`src/rtl/toggle_dec_pkg.sv`:
```
// Shared types and constants for the toggle event decoder and the
// toggle-based CDC blocks built on the same synchronizer.
package toggle_dec_pkg;

    typedef enum logic {
        PRIME = 1'b0,
        RUN   = 1'b1
    } dec_state_t;

    localparam int DEF_SYNC_STAGES = 2;
    localparam int DEF_CNT_W       = 8;

    // Largest value representable in an unsigned counter of the given width.
    function automatic logic [63:0] cnt_max(input int unsigned width);
        return (64'd1 << width) - 64'd1;
    endfunction

endpackage

```
`src/rtl/toggle_event_decoder_if.sv`:
```
// Batch output channel of the toggle event decoder: valid/ready with a
// saturating count and an overflow flag.
interface toggle_event_decoder_if #(
    parameter int CNT_W = 8
);
    logic             out_valid;
    logic             out_ready;
    logic [CNT_W-1:0] out_count;
    logic             out_ovf;

    modport master (
        output out_valid,
        output out_count,
        output out_ovf,
        input  out_ready
    );

    modport slave (
        input  out_valid,
        input  out_count,
        input  out_ovf,
        output out_ready
    );
endinterface

```
`src/rtl/toggle_sync.sv`:
```
// Multi-flop synchronizer for a level that is asynchronous to clk; all
// stages clear to 0 on reset.
module toggle_sync #(
    parameter int SYNC_STAGES = 2
) (
    input  logic clk,
    input  logic reset,
    input  logic d,
    output logic q
);

    logic [SYNC_STAGES-1:0] s_reg;
    logic [SYNC_STAGES-1:0] s_next;

    assign s_next[0] = d;

    generate
        for (genvar gi = 1; gi < SYNC_STAGES; gi++) begin : g_stage
            assign s_next[gi] = s_reg[gi-1];
        end
    endgenerate

    always_ff @(posedge clk or negedge reset) begin
        if (!reset) begin
            s_reg <= '0;
        end else begin
            s_reg <= s_next;
        end
    end

    assign q = s_reg[SYNC_STAGES-1];

endmodule

```
`src/rtl/toggle_event_decoder.sv`:
```
// Turns a toggle-encoded event line into per-event pulses and into
// saturating event-count batches drained over a valid/ready channel.
module toggle_event_decoder
    import toggle_dec_pkg::*;
#(
    parameter int SYNC_STAGES = DEF_SYNC_STAGES,
    parameter int CNT_W       = DEF_CNT_W
) (
    input  logic                   clk,
    input  logic                   reset,
    input  logic                   t_in,
    output logic                   evt_pulse,
    output logic                   t_level,
    toggle_event_decoder_if.master out_if
);

    localparam int               PCW        = $clog2(SYNC_STAGES + 1);
    localparam logic [PCW-1:0]   PRIME_LAST = PCW'(SYNC_STAGES);
    localparam logic [CNT_W-1:0] CNT_MAX    = CNT_W'(cnt_max(CNT_W));

    dec_state_t       state_reg, state_next;
    logic [PCW-1:0]   prime_cnt_reg, prime_cnt_next;
    logic             sync_q;
    logic             prev_reg;
    logic             evt;
    logic             run_evt;
    logic             evt_pulse_reg;
    logic [CNT_W-1:0] accum_reg, accum_next;
    logic             acc_ovf_reg, acc_ovf_next;
    logic             out_valid_reg;
    logic [CNT_W-1:0] out_count_reg;
    logic             out_ovf_reg;
    logic             load;

    toggle_sync #(.SYNC_STAGES(SYNC_STAGES)) u_sync (
        .clk   (clk),
        .reset (reset),
        .d     (t_in),
        .q     (sync_q)
    );

    assign evt = sync_q ^ prev_reg;

    // PRIME lasts SYNC_STAGES+1 cycles so a nonzero line level present at
    // reset release has fully propagated through prev_reg before counting.
    always_comb begin
        state_next     = state_reg;
        prime_cnt_next = prime_cnt_reg;
        run_evt        = 1'b0;
        case (state_reg)
            PRIME: begin
                if (prime_cnt_reg == PRIME_LAST) begin
                    state_next = RUN;
                end else begin
                    prime_cnt_next = prime_cnt_reg + PCW'(1);
                end
            end
            RUN:     run_evt = evt;
            default: state_next = PRIME;
        endcase
    end

    // A saturated accumulator drops further events and flags the batch.
    always_comb begin
        accum_next   = accum_reg;
        acc_ovf_next = acc_ovf_reg;
        if (run_evt) begin
            if (accum_reg == CNT_MAX) begin
                acc_ovf_next = 1'b1;
            end else begin
                accum_next = accum_reg + CNT_W'(1);
            end
        end
        load = (accum_next != '0) && (!out_valid_reg || out_if.out_ready);
    end

    always_ff @(posedge clk or negedge reset) begin
        if (!reset) begin
            state_reg     <= PRIME;
            prime_cnt_reg <= '0;
            prev_reg      <= 1'b0;
            evt_pulse_reg <= 1'b0;
            accum_reg     <= '0;
            acc_ovf_reg   <= 1'b0;
            out_valid_reg <= 1'b0;
            out_count_reg <= '0;
            out_ovf_reg   <= 1'b0;
        end else begin
            state_reg     <= state_next;
            prime_cnt_reg <= prime_cnt_next;
            prev_reg      <= sync_q;
            evt_pulse_reg <= run_evt;
            if (load) begin
                out_valid_reg <= 1'b1;
                out_count_reg <= accum_next;
                out_ovf_reg   <= acc_ovf_next;
                accum_reg     <= '0;
                acc_ovf_reg   <= 1'b0;
            end else begin
                accum_reg   <= accum_next;
                acc_ovf_reg <= acc_ovf_next;
                if (out_valid_reg && out_if.out_ready) begin
                    out_valid_reg <= 1'b0;
                end
            end
        end
    end

    assign evt_pulse        = evt_pulse_reg;
    assign t_level          = sync_q;
    assign out_if.out_valid = out_valid_reg;
    assign out_if.out_count = out_count_reg;
    assign out_if.out_ovf   = out_ovf_reg;

endmodule

```
`src/flat_wrapper.sv`:
```
// flat-port wrapper written by rule: the top's interface ports become plain ports
module toggle_event_decoder_flat import toggle_dec_pkg::*;
#(
    parameter int SYNC_STAGES = DEF_SYNC_STAGES,
    parameter int CNT_W       = DEF_CNT_W
)
  (clk, reset, t_in, evt_pulse, t_level, out_if_out_valid, out_if_out_count, out_if_out_ovf, out_if_out_ready);
  toggle_event_decoder_if #(.CNT_W(CNT_W)) out_if_i ();
  input  logic clk;
  input  logic reset;
  input  logic t_in;
  output logic evt_pulse;
  output logic t_level;
  output wire logic [$bits(out_if_i.out_valid)-1:0] out_if_out_valid;
  output wire logic [$bits(out_if_i.out_count)-1:0] out_if_out_count;
  output wire logic [$bits(out_if_i.out_ovf)-1:0] out_if_out_ovf;
  input wire logic [$bits(out_if_i.out_ready)-1:0] out_if_out_ready;
  assign out_if_out_valid = out_if_i.out_valid;
  assign out_if_out_count = out_if_i.out_count;
  assign out_if_out_ovf = out_if_i.out_ovf;
  assign out_if_i.out_ready = out_if_out_ready;
  toggle_event_decoder #(.SYNC_STAGES(SYNC_STAGES), .CNT_W(CNT_W)) u_core (.clk(clk), .reset(reset), .t_in(t_in), .evt_pulse(evt_pulse), .t_level(t_level), .out_if(out_if_i));
endmodule
```
`config.mk`:
```
export PLATFORM = sky130hd
export DESIGN_NAME = toggle_event_decoder_flat
export DESIGN_NICKNAME = d
export VERILOG_FILES = /design/src/rtl/toggle_dec_pkg.sv /design/src/rtl/toggle_event_decoder_if.sv /design/src/rtl/toggle_sync.sv /design/src/rtl/toggle_event_decoder.sv /design/src/flat_wrapper.sv
export SDC_FILE = /design/constraint.sdc
export NUM_CORES = 1
export LEC_CHECK = 0
export ABC_CLOCK_PERIOD_IN_PS = 2500
export CAP_MARGIN = 0
export CORE_MARGIN = 2
export CORE_UTILIZATION = 53
export DETAILED_ROUTE_END_ITERATION = 10
export MAX_ROUTING_LAYER = met4
export PLACE_DENSITY = 0.85
export SKIP_LAST_GASP = 1
export SLEW_MARGIN = 20
export SYNTH_ARGS = -nofsm -noshare
export SYNTH_HDL_FRONTEND = slang
export SYNTH_SLANG_ARGS = --single-unit
```
`constraint.sdc`:
```
create_clock -name clk -period 2.5 [get_ports clk]
set_clock_uncertainty 0.1 [all_clocks]
set_input_delay 0.375 -clock clk [delete_from_list [all_inputs] [get_ports clk]]
set_output_delay 0.375 -clock clk [all_outputs]
set_load 0.005 [all_outputs]
```
Word-level counts from Yosys, hierarchy flattened
Cells that the tools add are included.
W data, S select, Z words.
{"block": "totals", "regBits": 26, "out_inout_bits": 12, "wordCells": 35}
{"block": "op_classes", "addsub": 2, "n_eq_ne": 2, "muxes": 11, "n_bitwise": 3, "n_reduce_logical": 7}
{"op": "$mux W8", "n": 3}
{"op": "$add A8 B1 Y8 const B", "n": 1}
{"op": "$eq A8 B8 Y1 const B", "n": 1}
{"op": "$mux W1", "n": 8}
{"op": "$reduce_bool A8 Y1", "n": 1}
{"op": "$add A2 B1 Y2 const B", "n": 1}
{"op": "$eq A2 B2 Y1 const B", "n": 1}
{"op": "$logic_and A1 B1 Y1", "n": 2}
{"op": "$not A1 Y1", "n": 2}
{"op": "$reduce_and A2 Y1", "n": 1}
{"op": "$reduce_bool A2 Y1", "n": 1}
{"op": "$logic_not A1 Y1", "n": 1}
{"op": "$logic_or A1 B1 Y1", "n": 1}
{"op": "$xor A1 B1 Y1", "n": 1}

Logic depth before layout (Yosys ltp)
Gate-level depths: netlist of run 1.
{"block": "depth", "ltp_word": 6, "depth_mapped": 8}

Cells and area by module
A second synthesis of run 1 with hierarchy kept.
{"block": "unflattened", "hier_cells": 113, "area_unflattened_um2": 1226.2}
{"mod": "toggle_event_decoder", "n_inst": 1, "cells_each": 111, "area_each_um2": 1176.1}
{"mod": "toggle_sync", "n_inst": 1, "cells_each": 2, "area_each_um2": 50.0}

Least setup slack after synthesis of run 1
Ideal clock, no wire load.
{"block": "synth_timing", "kind": "register -> register", "startpoint": "reg u_core.accum_reg[0]", "endpoint": "reg u_core.out_count_reg[6] (netlist: u_core.out_if.out_count[6])", "setup_time_ns": 0.132, "t_arrival_ns": 2.018, "t_required_ns": 2.268, "path_slack_ns": 0.250, "path_stages_with_launch": 9, "path_buffers": 1, "period_less_slack_ns": 2.250, "cell_sequence": "dfrtp_1 ha_1 and4_1 a211oi_1 xnor2_1 nor4b_4 a21oi_2 buf_6 mux2i_1"}
{"block": "synth_via", "elab_chain_len": 5, "word_cells_on_any_way": 6}
{"element": "start, declared", "line_no": "toggle_event_decoder.sv:28", "rtl": "logic [CNT_W-1:0] accum_reg, accum_next;"}
{"element": "start signal, assigned", "line_no": "toggle_event_decoder.sv:100", "rtl": "accum_reg <= accum_next;"}
{"element": "$add A8 B1 Y8 / $eq A8 B8 Y1 (equally long branches)", "line_no": "toggle_event_decoder.sv:71, toggle_event_decoder.sv:68"}
{"element": "$mux W8", "line_no": "toggle_event_decoder.sv:68", "rtl": "if (accum_reg == CNT_MAX) begin"}
{"element": "$mux W8 (*)", "line_no": "toggle_event_decoder.sv:67", "rtl": "if (run_evt) begin"}
{"element": "$reduce_bool A8 Y1", "line_no": "toggle_event_decoder.sv:74", "rtl": "load = (accum_next != '0) && (!out_valid_reg || out_if.out_ready);"}
{"element": "$logic_and A1 B1 Y1", "line_no": "toggle_event_decoder.sv:74"}
{"element": "end signal, assigned", "line_no": "toggle_event_decoder.sv:95", "rtl": "out_count_reg <= accum_next;"}
{"element": "end, declared", "line_no": "toggle_event_decoder.sv:31", "rtl": "logic [CNT_W-1:0] out_count_reg;"}
Every way passes the cells marked *; elsewhere a longest branch is shown, timed or not.
A chain may end at the register's enable or synchronous reset.

Worst setup path after layout of run 1
{"block": "layout_timing", "startpoint": "reg u_core.accum_reg[1]", "endpoint": "reg u_core.out_ovf_reg (netlist: u_core.out_if.out_ovf)"}
{"block": "layout_via", "elab_chain_len": 5, "word_cells_on_any_way": 8}
{"element": "$add A8 B1 Y8 / $eq A8 B8 Y1 (equally long branches)", "line_no": "toggle_event_decoder.sv:71, toggle_event_decoder.sv:68"}
{"element": "$mux W8", "line_no": "toggle_event_decoder.sv:68"}
{"element": "$mux W8", "line_no": "toggle_event_decoder.sv:67"}
{"element": "$reduce_bool A8 Y1", "line_no": "toggle_event_decoder.sv:74"}
{"element": "$logic_and A1 B1 Y1", "line_no": "toggle_event_decoder.sv:74"}
{"element": "end signal, assigned", "line_no": "toggle_event_decoder.sv:96", "rtl": "out_ovf_reg <= acc_ovf_next;"}
{"element": "end, declared", "line_no": "toggle_event_decoder.sv:32", "rtl": "logic out_ovf_reg;"}
Several ways; a longest one is shown, not always the timed one.

==> flow_summary.json, run 1 <==
{
  "drcViolationCount": 0,
  "path_class": "reg2reg",
  "nets": 142,
  "cts-root-buf": "clkbuf_4",
  "antenna_found_initial": 0,
  "synth_cell_types": 33,
  "startpoint_type": "flip-flop",
  "wl_per_cell_um": 14.3,
  "clk_pin_slew_worst_paths_ns": 0.12,
  "synthTopCellsByArea": "dfrtp_1, mux2i_1, nor2_1",
  "gr-total-overflow": 0,
  "syn_avg_cell_area_um2": 10.7,
  "dp_hpwl_um": 1610,
  "num_io_pins": 16,
  "seq_area_frac_synth": 0.531,
  "maxCapViolations": 0,
  "critPathLaunch": "u_core.accum_reg[1]$_DFF_PN0_",
  "die_w_um": 52.1,
  "required_ns": 2.60,
  "drt-total-wl_um": 2310,
  "synthMostInstantiatedCell": "dfrtp_1",
  "area_growth_pct": 19.2,
  "fin_cells": 162,
  "ys_seq_elements": 26,
  "grt_pass1_vias": 897,
  "yosysWarnings": 0,
  "run_status": "complete, no violations",
  "pre_cts_slack_ns": 0.124,
  "synthTopCellsByCount": "dfrtp_1, nor2_1, inv_1, mux2i_1, nand2_1",
  "n_fill_cell": 168,
  "worst_slew_pin_slew_ns": 0.463,
  "num_antenna_cells": 0,
  "setup_ws_ns": 0.157,
  "synthFlopType": "dfrtp_1",
  "port_buffers": 15,
  "synth_cells": 115,
  "finalPower_mw": 1.05,
  "hold_violations": 0,
  "ys_async_sr_fraction": 1.00,
  "grt_pass1_wl_um": 3930,
  "cts_buffers": 3,
  "ant_nets": 0,
  "post-synth-top-area-fraction": 0.531,
  "die_h_um": 52.1,
  "power_density_nw_per_um2": 718,
  "drive_gt1_frac": 0.0896,
  "reg2reg_from": "u_core.accum_reg[1]$_DFF_PN0_",
  "min_from": "u_core.u_sync.s_reg[0]$_DFF_PN0_",
  "vias": 897,
  "via_per_inst": 5.54,
  "core_um2": 2190,
  "clock_path_buffers": 2,
  "netlist_area_um2": 1220,
  "rsz0062_at_grt": "no",
  "clkSinkCount": 26,
  "synth_nets": 121,
  "grt_use_total": 0.208,
  "clock.fmax_ghz": 0.427,
  "max-slew-margin-rel": 0.691,
  "holdCritPathClass": "reg2reg",
  "endpoint_kind": "flip-flop",
  "cp_max_fo": 12,
  "synth_top_area_cell": "dfrtp_1",
  "dp_cells": 158,
  "die_area_um2": 2710,
  "grt_max_degree": 27,
  "crit_arrival_ns": 2.44,
  "clk_latency_ns": 0.31,
  "finalCriticalPeriod_ns": 2.34,
  "hold_ws_ns": 0.266,
  "synth-edff-count": 0,
  "place_area_um2": 1420,
  "drtIter0Drc": 22,
  "setup_viol": 0,
  "tns_ns": 0,
  "firstDrtPassIters": 4,
  "final_core_util": 0.666,
  "place_congestion": 0.935,
  "cts_hold_buf": 0,
  "placementRows": 17,
  "slew_violations": 0,
  "htreeDepth": 1,
  "min_period_over_period": 0.937,
  "initial_utilization": 0.559,
  "p_leak_nw": 0.641,
  "tritoncts": "yes",
  "max-vdd-ir-drop_mv": 0.614,
  "final_cell_area_um2": 1460
}
[layout by cell type, fill, tap and decap left out, types with 4 or more instances in the layout]
cell type,synthesis,routed
buf_4,0,4
clkdlybuf4s50_1,0,15
dfrtp_1,26,26
inv_1,10,10
mux2i_1,8,8
nand2_1,7,7
nand3_1,6,6
nor2_1,12,12
[area by class of cell]
class / instances / area (um2) / share of cell area
multi-input cells: 75 / 514 / 0.352
flip-flops and latches: 26 / 651 / 0.446
clock buffers: 3 / 22.5 / 0.0154
repair buffers: 20 / 200 / 0.137
well taps: 28 / 35.0 / 0.0240
inverters: 10 / 37.5 / 0.0257
[timing repair]
item,CTS,global route
setup endpoints to repair,0,6
resized for setup,0,1
setup buffers,0,1
[routing by layer]
layer,vias to the layer above,track usage,wire (um)
li1,434,-,-
met1,426,0.261,986
met2,30,0.329,1170
met3,7,0.0345,90
met4,0,0.0965,59
met5,-,-,0
[worst max-delay path: stages (launching register included)]
cell and delay [ns]:
dfrtp_1 0.45, ha_1 0.27, and4_1 0.25, a211oi_1 0.28
xnor2_1 0.20, nor4b_4 0.28, a21oi_2 0.11, buf_12 0.17
mux2i_1 0.12
[worst paths after layout]
kind,end,slack (ns),cells past startpoint
min in group asynchronous,u_core.out_if.out_count[0]$_DFFE_PN0P_,0.30,2
setup reg to reg,u_core.out_if.out_ovf$_DFFE_PN0P_,0.16,8
hold / removal,u_core.u_sync.s_reg[1]$_DFF_PN0_,0.27,0
max in group asynchronous,u_core.acc_ovf_reg$_DFF_PN0_,1.75,2
setup / recovery,u_core.out_if.out_ovf$_DFFE_PN0P_,0.16,8
hold reg to reg,u_core.u_sync.s_reg[1]$_DFF_PN0_,0.27,0
[cells by family after synthesis]
kind of cell	after synthesis	synth area share
and+or+nand+nor	41	0.185
DFF	26	0.531
AOI/OAI and AO/OA	16	0.0817
buffers and inverters	14	0.0552
muxes	10	0.0838
xor gates and xnor gates	6	0.0429
adders and majority gates	2	0.0204
[power by group]
group / total (mW) / leakage [nW] / internal [mW] / switching, mW
Sequential: 0.498 / 0.334 / 0.466 / 0.0316
Clock: 0.166 / 0.0138 / 0.0565 / 0.110
Combinational: 0.385 / 0.293 / 0.199 / 0.186
Note: power is estimated with default switching activity, not from simulation.
==> inputs of run 2 (changes only) <==
Settings changed: CORE_MARGIN 2 to default.
==> run 2 against run 1 <==
  * Die area is 7.5% lower
  * Clock power rose by 26%
  * Combinational power about the same
  * Core utilization rose by 0.91 points
  * Sequential share of layout area shrank 0.52 points
  * Fmax barely moved
  * First-iteration DRC count decreased by 59%
  * Setup slack got worse by 0.0017 ns
  * Sequential cell count unchanged
  * Global-route usage is 1.8 points higher
  * Critical endpoint is now u_core.out_if.out_count[0]$_DFFE_PN0P_
==> flow_summary.json, run 2 (same netlist as run 1, synthesis figures left out) <==
{
  "place_congestion": 0.894,
  "grt_pass1_wl_um": 4070,
  "firstDrtPassIters": 4,
  "hold_violations": 0,
  "critPathLaunch": "u_core.accum_reg[1]$_DFF_PN0_",
  "via_per_inst": 5.67,
  "finalCriticalPeriod_ns": 2.34,
  "placementRows": 17,
  "clock.fmax_ghz": 0.427,
  "final_common_cell": "dfrtp_1",
  "die_h_um": 50.1,
  "wl_per_cell_um": 14.3,
  "worst_slew_pin_slew_ns": 0.471,
  "maxCapViolations": 0,
  "core_um2": 2190,
  "reg2reg_from": "u_core.accum_reg[1]$_DFF_PN0_",
  "drive_gt1_frac": 0.111,
  "crit_arrival_ns": 2.46,
  "area_growth_pct": 20.8,
  "nets": 142,
  "drt-total-wl_um": 2340,
  "dp_hpwl_um": 1620,
  "layout_common_cells": "dfrtp_1, clkdlybuf4s50_1, nor2_1",
  "clkSinkCount": 26,
  "holdCritPathClass": "reg2reg",
  "max-slew-margin-rel": 0.685,
  "tns_ns": 0,
  "htreeDepth": 1,
  "initial_utilization": 0.559,
  "grt_max_degree": 27,
  "cts_hold_buf": 0,
  "run_status": "complete, no violations",
  "startpoint_type": "flip-flop",
  "grt_pass1_vias": 933,
  "port_buffers": 15,
  "drtIter0Drc": 9,
  "vias": 925,
  "num_io_pins": 16,
  "hold_depth": 0,
  "rsz0062_at_grt": "no",
  "cts_buffers": 3,
  "required_ns": 2.61,
  "max-vdd-ir-drop_mv": 0.719,
  "finalPower_mw": 1.09,
  "place_area_um2": 1420,
  "worst-r2r-cell-count": 8,
  "cts-root-buf": "clkbuf_4",
  "r2r_slack_ns": 0.16,
  "dp_cells": 158,
  "drcViolationCount": 0,
  "final_cell_area_um2": 1480,
  "cp_max_fo": 12,
  "slew_violations": 0,
  "die_area_um2": 2510,
  "min_from": "u_core.u_sync.s_reg[0]$_DFF_PN0_",
  "die_w_um": 50.1,
  "ant_nets": 0,
  "tritoncts": "yes",
  "path_class": "reg2reg",
  "grt_use_total": 0.226,
  "clock_path_buffers": 2,
  "min_period_over_period": 0.938,
  "hold_end": "u_core.u_sync.s_reg[1]$_DFF_PN0_",
  "antenna_found_initial": 0,
  "p_leak_nw": 0.647,
  "hold_ws_ns": 0.265,
  "clk_pin_slew_worst_paths_ns": 0.13,
  "num_antenna_cells": 0,
  "setup_viol": 0,
  "r2r_end": "u_core.out_if.out_count[0]$_DFFE_PN0P_",
  "fin_cells": 163,
  "power_density_nw_per_um2": 738,
  "gr-total-overflow": 0,
  "n_fill_cell": 180,
  "clk_latency_ns": 0.32,
  "endpoint_kind": "flip-flop"
}
-- run 2: cell types whose count changed in the layout (fill, tap and decap cells not counted), sizes merged --
cell	change
clkbuf	+1
-- run 2: critical path: stages, from the launching register on --
cell      delay, ns
dfrtp_2        0.47
ha_1           0.27
and4_1         0.26
a211oi_2       0.25
xnor2_1        0.19
nor4b_4        0.29
a21oi_2        0.12
buf_12         0.17
mux2i_1        0.12
-- run 2: repair_timing --
action	4_1_cts	5_1_grt
resized for setup	0	3
endpoints found under the setup margin	0	8
endpoints found under the hold margin	0	0
buffers inserted	0	1
-- run 2: per-layer routing --
| layer | vias up | track usage | share of wire |
|---|---|---|---|
| met2 | 23 | 0.367 | 0.52 |
| li1 | 433 | - | - |
| met4 | 0 | 0.143 | 0.025 |
| met1 | 463 | 0.263 | 0.43 |
| met3 | 6 | 0.0278 | 0.029 |
| met5 | - | - | 0 |
-- run 2: how the worst max path moves through the flow --
stage	endpoint	depth (start not counted)	slack, ns
floorplan	u_core.out_if.out_count[6]$_DFFE_PN0P_	8	0.25
global placement	u_core.out_if.out_ovf$_DFFE_PN0P_	8	0.21
detailed placement	u_core.out_if.out_count[0]$_DFFE_PN0P_	8	0.11
CTS	u_core.out_if.out_count[0]$_DFFE_PN0P_	8	0.08
global route	u_core.out_if.out_count[7]$_DFFE_PN0P_	7	0.006
finish	u_core.out_if.out_count[0]$_DFFE_PN0P_	8	0.16
-- run 2: area by class of cell --
| class | count | area, um2 | area share |
|---|---|---|---|
| flip-flops and latches | 26 | 652 | 0.440 |
| inverters | 10 | 37.5 | 0.0254 |
| multi-input cells | 75 | 519 | 0.351 |
| clock buffers | 4 | 36.3 | 0.0245 |
| well taps | 28 | 35.0 | 0.0237 |
| repair buffers | 20 | 200 | 0.135 |
-- run 2: stage by stage --
step           utilization  setup slack [ns]
4_1_cts              0.666            0.0768
6_report             0.676             0.155
5_1_grt              0.676           0.00554
3_5_place_dp         0.649             0.111
3_3_place_gp         0.649             0.214
2_1_floorplan            -             0.250
-- run 2: power breakdown --
part / switching, mW / total, mW / internal (mW)
Combinational: 0.183 / 0.383 / 0.200
Sequential: 0.0335 / 0.501 / 0.467
Clock: 0.120 / 0.209 / 0.0891
